==> src/rtl/ff_bank_pkg.sv <==
// Shared encodings for the ff_bank storage cells: cell function selection
// and the action taken on S=R=1 in SR mode.
package ff_bank_pkg;

  // Cell function, shared by every channel of the bank
  typedef enum logic [1:0] {
    MODE_SR = 2'b00,
    MODE_JK = 2'b01,
    MODE_D  = 2'b10,
    MODE_T  = 2'b11
  } mode_e;

  // SR-mode behaviour when both S and R are asserted
  localparam int POL_HOLD = 0;
  localparam int POL_SET  = 1;
  localparam int POL_RST  = 2;
  localparam int POL_TGL  = 3;

endpackage

==> src/rtl/ff_cell.sv <==
// One storage channel: next-state function for SR/JK/D/T, the q register
// and the registered change pulse. Reports an SR conflict (S=R=1 while
// enabled and not being cleared) so the bank can monitor it.
module ff_cell
  import ff_bank_pkg::*;
#(
  parameter int SR_POLICY = POL_HOLD
) (
  input  logic       clk,
  input  logic       n_rst,
  input  logic [1:0] mode,
  input  logic       en,
  input  logic       a,
  input  logic       b,
  input  logic       clr,
  output logic       q,
  output logic       q_chg,
  output logic       conflict
);

  logic q_next;

  // Next-state and conflict decode; clear overrides everything, a disabled
  // channel holds whatever the mode
  always_comb begin
    q_next   = q;
    conflict = 1'b0;
    if (clr) begin
      q_next = 1'b0;
    end else if (en) begin
      case (mode)
        MODE_SR: begin
          case ({a, b})
            2'b10:   q_next = 1'b1;
            2'b01:   q_next = 1'b0;
            2'b11: begin
              conflict = 1'b1;
              case (SR_POLICY)
                POL_SET: q_next = 1'b1;
                POL_RST: q_next = 1'b0;
                POL_TGL: q_next = ~q;
                default: q_next = q;
              endcase
            end
            default: q_next = q;
          endcase
        end
        MODE_JK: begin
          case ({a, b})
            2'b10:   q_next = 1'b1;
            2'b01:   q_next = 1'b0;
            2'b11:   q_next = ~q;
            default: q_next = q;
          endcase
        end
        MODE_D:  q_next = a;
        MODE_T:  q_next = a ? ~q : q;
        default: q_next = q;
      endcase
    end
  end

  // State register plus a one-cycle pulse marking that q just changed
  always_ff @(posedge clk or negedge n_rst) begin
    if (!n_rst) begin
      q     <= 1'b0;
      q_chg <= 1'b0;
    end else begin
      q     <= q_next;
      q_chg <= q_next ^ q;
    end
  end

endmodule

==> src/rtl/ff_bank.sv <==
// Bank of WIDTH independent flip-flop channels sharing one mode select,
// with per-channel enables, synchronous clear, change pulses and SR
// conflict monitoring (sticky flag plus saturating cycle counter).
module ff_bank
  import ff_bank_pkg::*;
#(
  parameter int WIDTH     = 8,
  parameter int SR_POLICY = POL_HOLD,
  parameter int CNT_W     = 8
) (
  input  logic             clk,
  input  logic             n_rst,
  input  logic [1:0]       mode,
  input  logic [WIDTH-1:0] en,
  input  logic [WIDTH-1:0] a,
  input  logic [WIDTH-1:0] b,
  input  logic             clr,
  input  logic             err_clr,
  output logic [WIDTH-1:0] q,
  output logic [WIDTH-1:0] qn,
  output logic [WIDTH-1:0] q_chg,
  output logic             err,
  output logic [CNT_W-1:0] err_cnt
);

  localparam logic [CNT_W-1:0] CNT_MAX = {CNT_W{1'b1}};

  logic [WIDTH-1:0] conflict;
  logic             any_conflict;

  for (genvar i = 0; i < WIDTH; i++) begin : g_cell
    ff_cell #(
      .SR_POLICY (SR_POLICY)
    ) u_cell (
      .clk      (clk),
      .n_rst    (n_rst),
      .mode     (mode),
      .en       (en[i]),
      .a        (a[i]),
      .b        (b[i]),
      .clr      (clr),
      .q        (q[i]),
      .q_chg    (q_chg[i]),
      .conflict (conflict[i])
    );
  end

  // A cycle counts once no matter how many channels conflict
  always_comb begin
    any_conflict = |conflict;
    qn           = ~q;
  end

  // Sticky error flag and saturating conflict-cycle counter; clear wins
  // over a simultaneous conflict
  always_ff @(posedge clk or negedge n_rst) begin
    if (!n_rst) begin
      err     <= 1'b0;
      err_cnt <= '0;
    end else if (err_clr) begin
      err     <= 1'b0;
      err_cnt <= '0;
    end else if (any_conflict) begin
      err <= 1'b1;
      if (err_cnt != CNT_MAX) begin
        err_cnt <= err_cnt + CNT_W'(1);
      end
    end
  end

endmodule

==> config.mk <==
export PLATFORM = sky130hd
export DESIGN_NAME = ff_bank
export DESIGN_NICKNAME = d
export VERILOG_FILES = /design/src/rtl/ff_bank_pkg.sv /design/src/rtl/ff_cell.sv /design/src/rtl/ff_bank.sv
export SDC_FILE = /design/constraint.sdc
export NUM_CORES = 1
export LEC_CHECK = 0
export ABC_AREA = 1
export BUFFER_PORTS_ARGS = -buffer_cell sky130_fd_sc_hd__clkbuf_2
export CORE_MARGIN = 5
export CORE_UTILIZATION = 29
export CTS_CLUSTER_SIZE = 25
export DETAILED_ROUTE_END_ITERATION = 16
export GPL_TIMING_DRIVEN = 1
export PLACE_DENSITY = 0.56
export SLEW_MARGIN = 20
export SYNTH_ARGS = -nofsm -noshare
export SYNTH_HDL_FRONTEND = slang
export SYNTH_SLANG_ARGS = --single-unit
export TNS_END_PERCENT = 50
==> constraint.sdc <==
create_clock -name clk -period 2.2 [get_ports clk]
set_input_delay 0.22 -clock clk [delete_from_list [all_inputs] [get_ports clk]]
set_output_delay 0.22 -clock clk [all_outputs]
set_load 0.02 [all_outputs]
==> impl_metrics.csv, run 1 <==
group,metric,value,unit
outcome,outcome,"completed",
setup_path,worst_r2r_startpoint,"err_cnt[0]",
power_and_ir_drop,max-vdd-ir-drop,0.182,mV
logic_synthesis,synth-async-reset-ratio,100,%
finish,final_cell_mix,"sky130_fd_sc_hd__nand2_1, sky130_fd_sc_hd__clkbuf_2, sky130_fd_sc_hd__inv_1, sky130_fd_sc_hd__nand3_1, sky130_fd_sc_hd__dfrtp_1",
sta,timing.final.max_slew_violations,0,
grt,use_met3,2.56,%
setup_path,critical_path.reg2reg.endpoint,"err_cnt[6]",
setup_path,critical_path_peak_fanout,11,
setup_path,destination_of_the_critical_timing_path,"err_cnt[6]",
sta,maxSlewHeadroom,55.2,%
detailed_routing,wire_per_inst,11.1,um
power_and_ir_drop,p_per_area,498,mW/mm^2
sta,tightestPinTransition,0.672,ns
sta,layout_min_cycle_time,1.57,ns
finish,design.final.nets,416,
placed_design,total_half_perimeter_wirelength_after_legalization_and_detailed_placement,4080,um
setup_path,setup.worst_path.class,"reg2reg",
grt,number_of_antenna_violations_at_the_first_check_in_global_routing,0,
sta,setup_violations,0,
grt,grt.met2_usage,20.9,%
finish,multi_input_comb_area,0.00116,mm^2
detailed_routing,detailedRoute.firstIterationViolations,57,
finish,area.growth.synth_to_final,14.5,%
die,die_area,0.00930,mm^2
grt,grt_util_met1,13.9,%
logic_synthesis,number_of_flops_mapped_to_enable_cells_by_yosys,0,
die,coreArea,0.00725,mm^2
logic_synthesis,yosys_most_used_dff,"sky130_fd_sc_hd__dfrtp_1",
power_and_ir_drop,power.net_switching,0.000469,W
clock_network,cts.repair_timing.setup_buffer_count,0,
power_and_ir_drop,power.switching_fraction,38.0,%
power_and_ir_drop,share_comb_of_total_power,32.5,%
sta,number_of_hold_slack_violations_in_the_final_timing_report,0,
detailed_routing,detail_route.drc_violations,0,
sta,fmaxAchievable,0.636,GHz
finish,num_antenna_cells,0,
placed_design,dp_worst_setup_slack,0.612,ns
sta,fin_setup_tns,0,ns
finish,layout_commonest_cell,"sky130_fd_sc_hd__nand2_1",
power_and_ir_drop,p_total,0.00124,W
logic_synthesis,synth_area_per_cell,6.69,um^2
sta,grt_setup_unrepaired,"false",
detailed_routing,routed-via-count,2030,
power_and_ir_drop,power.share.clock,23.9,%
die,start_util,29.9,%
flow_run,drv.max_cap_violation_count,0,
clock_network,clock_tree_from_tritoncts,"done",
detailed_routing,postRouteWirelength,5170,um
setup_path,critical_path.startpoint,"err_cnt[0]",
clock_network,cts-resized-gates,0,
logic_synthesis,synth_net_count,371,
logic_synthesis,yosysSeqAreaShare,28.9,%
grt,grt_start_max_net_pins,26,
power_and_ir_drop,seq_power_share,43.6,%
clock_network,cts.path.max_buffers,2,
clock_network,clk_latency,0.28,ns
die,die_height,96.4,um
logic_synthesis,syn_area,0.00217,mm^2
die,fp-row-count,31,
placed_design,gp_congestion,0.766,
detailed_routing,via_per_inst,4.35,
setup_path,r2r.worst_path.cells,8,
finish,post_route_cells_drive_above_1_share,21.5,%
clock_network,tritoncts_sinks,25,
die,dieWidth,96.4,um
clock_network,root_buffer_cell,"sky130_fd_sc_hd__clkbuf_8",
detailed_routing,detail_route.first_pass.iterations,4,
finish,num-fill-cells,820,
grt,final_global_route_overflow_total,0,
min_path,min_path_type,"in2reg",
setup_path,start_kind,"flip-flop",
clock_network,numCtsBuffers,3,
placed_design,io_buffers,62,
die,pin_count,63,
logic_synthesis,postSynthCellCount,324,
finish,seq_area,626,um^2
setup_path,cp-end-kind,"flip-flop",
finish,finalInstanceArea,0.00248,mm^2
grt,top_usage_layer,"met2",
grt,grt_pass1_wl,8450,um
grt,grt_pass1_vias,1843,
detailed_routing,drt.antenna.violating_nets,0,
clock_network,clk_pin_slew_worst_paths,0.10,ns
clock_network,cts_htree_levels,1,
setup_path,worst_ep_arrival_time,1.75,ns
logic_synthesis,yosys_warnings,0,
setup_path,ff2ff_setup_slack,0.63,ns
sta,final_clock_period_utilization_by_the_worst_path,71.5,%
placed_design,instance_area_after_placement,0.00242,mm^2
power_and_ir_drop,power.leakage,1.52,nW
sta,finalClockSkew,0.00334,ns
logic_synthesis,number_of_storage_elements_in_the_synthesis_netlist,25,
sta,postLayoutSetupSlackWorst,0.627,ns
logic_synthesis,yosys.cell_types.count,24,
setup_path,worst-endpoint-required,2.38,ns
power_and_ir_drop,power.internal,0.000767,W
grt,groute.usage.overall,11.6,%
==> power groups by stage <==
stage	Clock, W	Combinational (W)	Sequential (W)
after global routing	0.000330	0.000459	0.000546
after detailed placement	0	0.000407	0.000548
after global placement	0	0.000402	0.000547
final	0.000295	0.000402	0.000539
after CTS	0.000317	0.000409	0.000540
after floorplan	0	0.000310	0.000550
==> sequential cells by signal, indices dropped and copies added (netlist names) <==
signal and count:
g_cell.u_cell.q_chg 8, g_cell.u_cell.q 8, err_cnt 8, err 1
==> Yosys cell counts, types with 3 or more instances <==
cell type	number	area share (%)
sky130_fd_sc_hd__ha_1	17	9.8
sky130_fd_sc_hd__nand2_1	120	21
sky130_fd_sc_hd__buf_6	3	1.6
sky130_fd_sc_hd__nor2_4	3	1.6
sky130_fd_sc_hd__o21ai_0	4	0.92
sky130_fd_sc_hd__buf_4	19	6.6
sky130_fd_sc_hd__nand3_1	37	8.5
sky130_fd_sc_hd__inv_1	50	8.7
sky130_fd_sc_hd__dfrtp_1	25	29
sky130_fd_sc_hd__nor3_1	3	0.69
sky130_fd_sc_hd__o211ai_1	6	2.1
sky130_fd_sc_hd__nor2_1	16	2.8
sky130_fd_sc_hd__o21ai_2	3	1.2
==> worst max-delay path, cell delays in order, from the launching register on <==
cell,delay (ns)
sky130_fd_sc_hd__dfrtp_1,0.45
sky130_fd_sc_hd__ha_1,0.21
sky130_fd_sc_hd__nand2_2,0.08
sky130_fd_sc_hd__nor2_4,0.15
sky130_fd_sc_hd__nand4_2,0.11
sky130_fd_sc_hd__nand3_4,0.12
sky130_fd_sc_hd__nand2_2,0.16
sky130_fd_sc_hd__nand2_1,0.13
sky130_fd_sc_hd__o21ai_2,0.05
==> what timing repair did <==
action / in CTS / in global routing
setup endpoints to repair: 0 / 0
hold endpoints to repair: 25 / 0
hold buffers: 1 / 0
==> cell families after synthesis <==
family,share of synthesized area [%]
AO/OA/AOI/OAI,4.68
adder cells (fa/ha/maj),9.82
buffers and inverters,17.6
AND/OR/NAND/NOR,38.3
flip-flops,28.9
XOR/XNOR,0.808
==> through the flow <==
| step | util (%) | instances | hold WS [ns] |
|---|---|---|---|
| after floorplan | - | 324 | -0.0756 |
| after global placement | 33.4 | 462 | 0.292 |
| after detailed placement | 33.4 | 462 | 0.306 |
| after CTS | 34.2 | 467 | 0.227 |
| after global routing | 34.2 | 467 | 0.231 |
| final | 34.2 | 467 | 0.228 |
==> routing by layer <==
layer / vias to the layer above / share of wire, %
li1: 1076 / -
met1: 905 / 45
met2: 47 / 49
met3: 2 / 5.2
met4: 0 / 0.79
met5: - / 0
==> worst min path at each step <==
stage               startpoint            endpoint  slack [ns]  cells past startpoint
floorplan                n_rst                 err       -0.08                      0
global placement         n_rst  g_cell[6].u_cell.q        0.29                      1
detailed placement       n_rst  g_cell[6].u_cell.q        0.31                      1
CTS                    err_clr                 err        0.23                      2
global route           err_clr                 err        0.23                      2
finish                 err_clr                 err        0.23                      2
==> layout make-up <==
cell class | instances | area share, %
sequential | 25 | 25.2
clock inverter | 1 | 0.302
timing repair buffer | 64 | 13.2
clock buffer | 3 | 1.66
inverter | 52 | 7.86
tap | 99 | 4.99
multi-input combinational | 223 | 46.8
(Power assumes the default switching activity.)
==> run 2: changes to the inputs <==
- clock period: 2.2 -> 1.5 ns (I/O delays scaled with it)
==> impl_metrics.csv, run 2 (synthesized netlist as in run 1, its figures left out) <==
group,metric,value,unit
outcome,outcome,"completed",
placed_design,total_half_perimeter_wirelength_after_legalization_and_detailed_placement,4230,um
die,coreArea,0.00725,mm^2
power_and_ir_drop,p_per_area,716,mW/mm^2
detailed_routing,detail_route.first_pass.iterations,4,
detailed_routing,drt.antenna.violating_nets,0,
sta,final_clock_period_utilization_by_the_worst_path,90.8,%
finish,design.final.nets,426,
setup_path,worst_ep_arrival_time,1.53,ns
sta,layout_min_cycle_time,1.36,ns
clock_network,numCtsBuffers,3,
grt,final_global_route_overflow_total,0,
min_path,timing.hold.worst_path_depth,2,
finish,post_route_cells_drive_above_1_share,23.8,%
sta,grt_setup_unrepaired,"false",
die,dieWidth,96.4,um
finish,final_cell_mix,"sky130_fd_sc_hd__nand2_1, sky130_fd_sc_hd__clkbuf_2, sky130_fd_sc_hd__inv_1, sky130_fd_sc_hd__nand3_1, sky130_fd_sc_hd__dfrtp_1",
grt,groute.usage.overall,11.7,%
setup_path,cp-end-kind,"flip-flop",
min_path,min_path_type,"in2reg",
finish,num_antenna_cells,0,
setup_path,critical_path.reg2reg.endpoint,"err_cnt[3]",
sta,timing.final.max_slew_violations,0,
setup_path,ff2ff_setup_slack,0.14,ns
sta,maxSlewHeadroom,76.5,%
power_and_ir_drop,p_total,0.00183,W
sta,finalClockSkew,0.00240,ns
setup_path,worst_r2r_startpoint,"err_cnt[0]",
die,fp-row-count,31,
placed_design,gp_congestion,0.806,
clock_network,cts_htree_levels,1,
power_and_ir_drop,power.leakage,1.56,nW
finish,area.growth.synth_to_final,18.2,%
clock_network,clock_tree_from_tritoncts,"done",
detailed_routing,detailedRoute.firstIterationViolations,41,
clock_network,cts.path.max_buffers,2,
detailed_routing,wire_per_inst,11.1,um
finish,biggestRegsByFlops,"err_cnt (8), g_cell.u_cell.q (8), g_cell.u_cell.q_chg (8)",
min_path,hold_end,"err",
grt,grt_start_max_net_pins,26,
power_and_ir_drop,max-vdd-ir-drop,0.387,mV
clock_network,root_buffer_cell,"sky130_fd_sc_hd__clkbuf_8",
sta,fin_setup_tns,0,ns
sta,tightestPinTransition,0.353,ns
sta,setup_violations,0,
flow_run,drv.max_cap_violation_count,0,
sta,fmaxAchievable,0.735,GHz
setup_path,r2r.worst_path.cells,8,
sta,number_of_hold_slack_violations_in_the_final_timing_report,0,
placed_design,io_buffers,62,
setup_path,setup.worst_path.class,"reg2reg",
die,die_height,96.4,um
placed_design,dp_worst_setup_slack,0.0579,ns
clock_network,cts.repair_timing.setup_buffer_count,0,
sta,postLayoutSetupSlackWorst,0.139,ns
die,start_util,29.9,%
setup_path,critical_path_peak_fanout,11,
grt,grt_pass1_wl,8680,um
setup_path,start_kind,"flip-flop",
die,die_area,0.00930,mm^2
setup_path,worst-endpoint-required,1.67,ns
setup_path,critical_path.startpoint,"err_cnt[0]",
clock_network,clk_latency,0.27,ns
finish,layout_commonest_cell,"sky130_fd_sc_hd__nand2_1",
detailed_routing,postRouteWirelength,5300,um
grt,grt_pass1_vias,1837,
detailed_routing,routed-via-count,2031,
min_path,worstHoldStart,"err_clr",
clock_network,tritoncts_sinks,25,
detailed_routing,detail_route.drc_violations,0,
clock_network,clk_pin_slew_worst_paths,0.09,ns
detailed_routing,via_per_inst,4.26,
die,pin_count,63,
grt,number_of_antenna_violations_at_the_first_check_in_global_routing,0,
run 2: changes by cell type in the layout (fill, tap and decap cells not counted):
cell	previous run	this run
sky130_fd_sc_hd__buf_4	1	11
sky130_fd_sc_hd__dfrtp_1	25	23
sky130_fd_sc_hd__dfrtp_2	0	2
sky130_fd_sc_hd__clkbuf_1	0	1
sky130_fd_sc_hd__clkinvlp_4	1	0
sky130_fd_sc_hd__nand2_2	2	1
sky130_fd_sc_hd__nand2_4	0	1
run 2: power by group:
part	total (W)	switching [W]	internal [W]
logic	0.000632	0.000406	0.000226
clock network	0.000421	0.000230	0.000190
registers	0.000782	0.0000438	0.000738
total	0.00183	0.000680	0.00115
run 2: worst max-delay path: stages, from the launching register on:
cell                      delay (ns)
sky130_fd_sc_hd__dfrtp_2        0.37
sky130_fd_sc_hd__ha_1           0.18
sky130_fd_sc_hd__nand2_2        0.08
sky130_fd_sc_hd__nor2_4         0.13
sky130_fd_sc_hd__nand4_2        0.13
sky130_fd_sc_hd__nand3_4        0.10
sky130_fd_sc_hd__nand2_4        0.10
sky130_fd_sc_hd__nand2_1        0.11
sky130_fd_sc_hd__o21ai_2        0.05
run 2: what timing repair did:
action,in CTS,in global routing
endpoints found under the setup margin,0,8
hold endpoints to repair,25,0
gates resized for setup,0,1
hold buffers,1,0
run 2: worst max path at each step:
| stage | to | slack [ns] | cells past startpoint |
|---|---|---|---|
| final | err_cnt[3] | 0.14 | 8 |
| after global routing | err_cnt[6] | 0.02 | 8 |
| after floorplan | err_cnt[3] | 0.02 | 9 |
| after global placement | err_cnt[6] | 0.09 | 10 |
| after detailed placement | err_cnt[3] | 0.06 | 8 |
| after CTS | err_cnt[3] | 0.04 | 8 |
run 2: routing by layer:
layer | track usage (%) | vias up | wire, um
met5 | 0 | - | 0
met4 | 2.10 | 0 | 32
met3 | 2.40 | 4 | 278
met2 | 18.8 | 38 | 2350
met1 | 16.5 | 891 | 2640
li1 | - | 1098 | -
run 2: area by class of cell:
cell class	instances	area [um^2]
Multi-Input combinational cell	223	1170
Timing Repair Buffer	74	403
Tap cell	99	124
Inverter	52	195
Fill cell	814	4690
Clock buffer	4	45.0
Sequential cell	25	628
run 2: metrics by stage:
step	util [%]	cell area [um^2]	std cells	hold slack, ns
after CTS	35.2	2560	477	0.153
after detailed placement	34.5	2500	472	0.175
after global placement	34.5	2500	472	0.176
final	35.3	2560	477	0.161
after global routing	35.3	2560	477	0.191
after floorplan	-	2170	324	-0.146
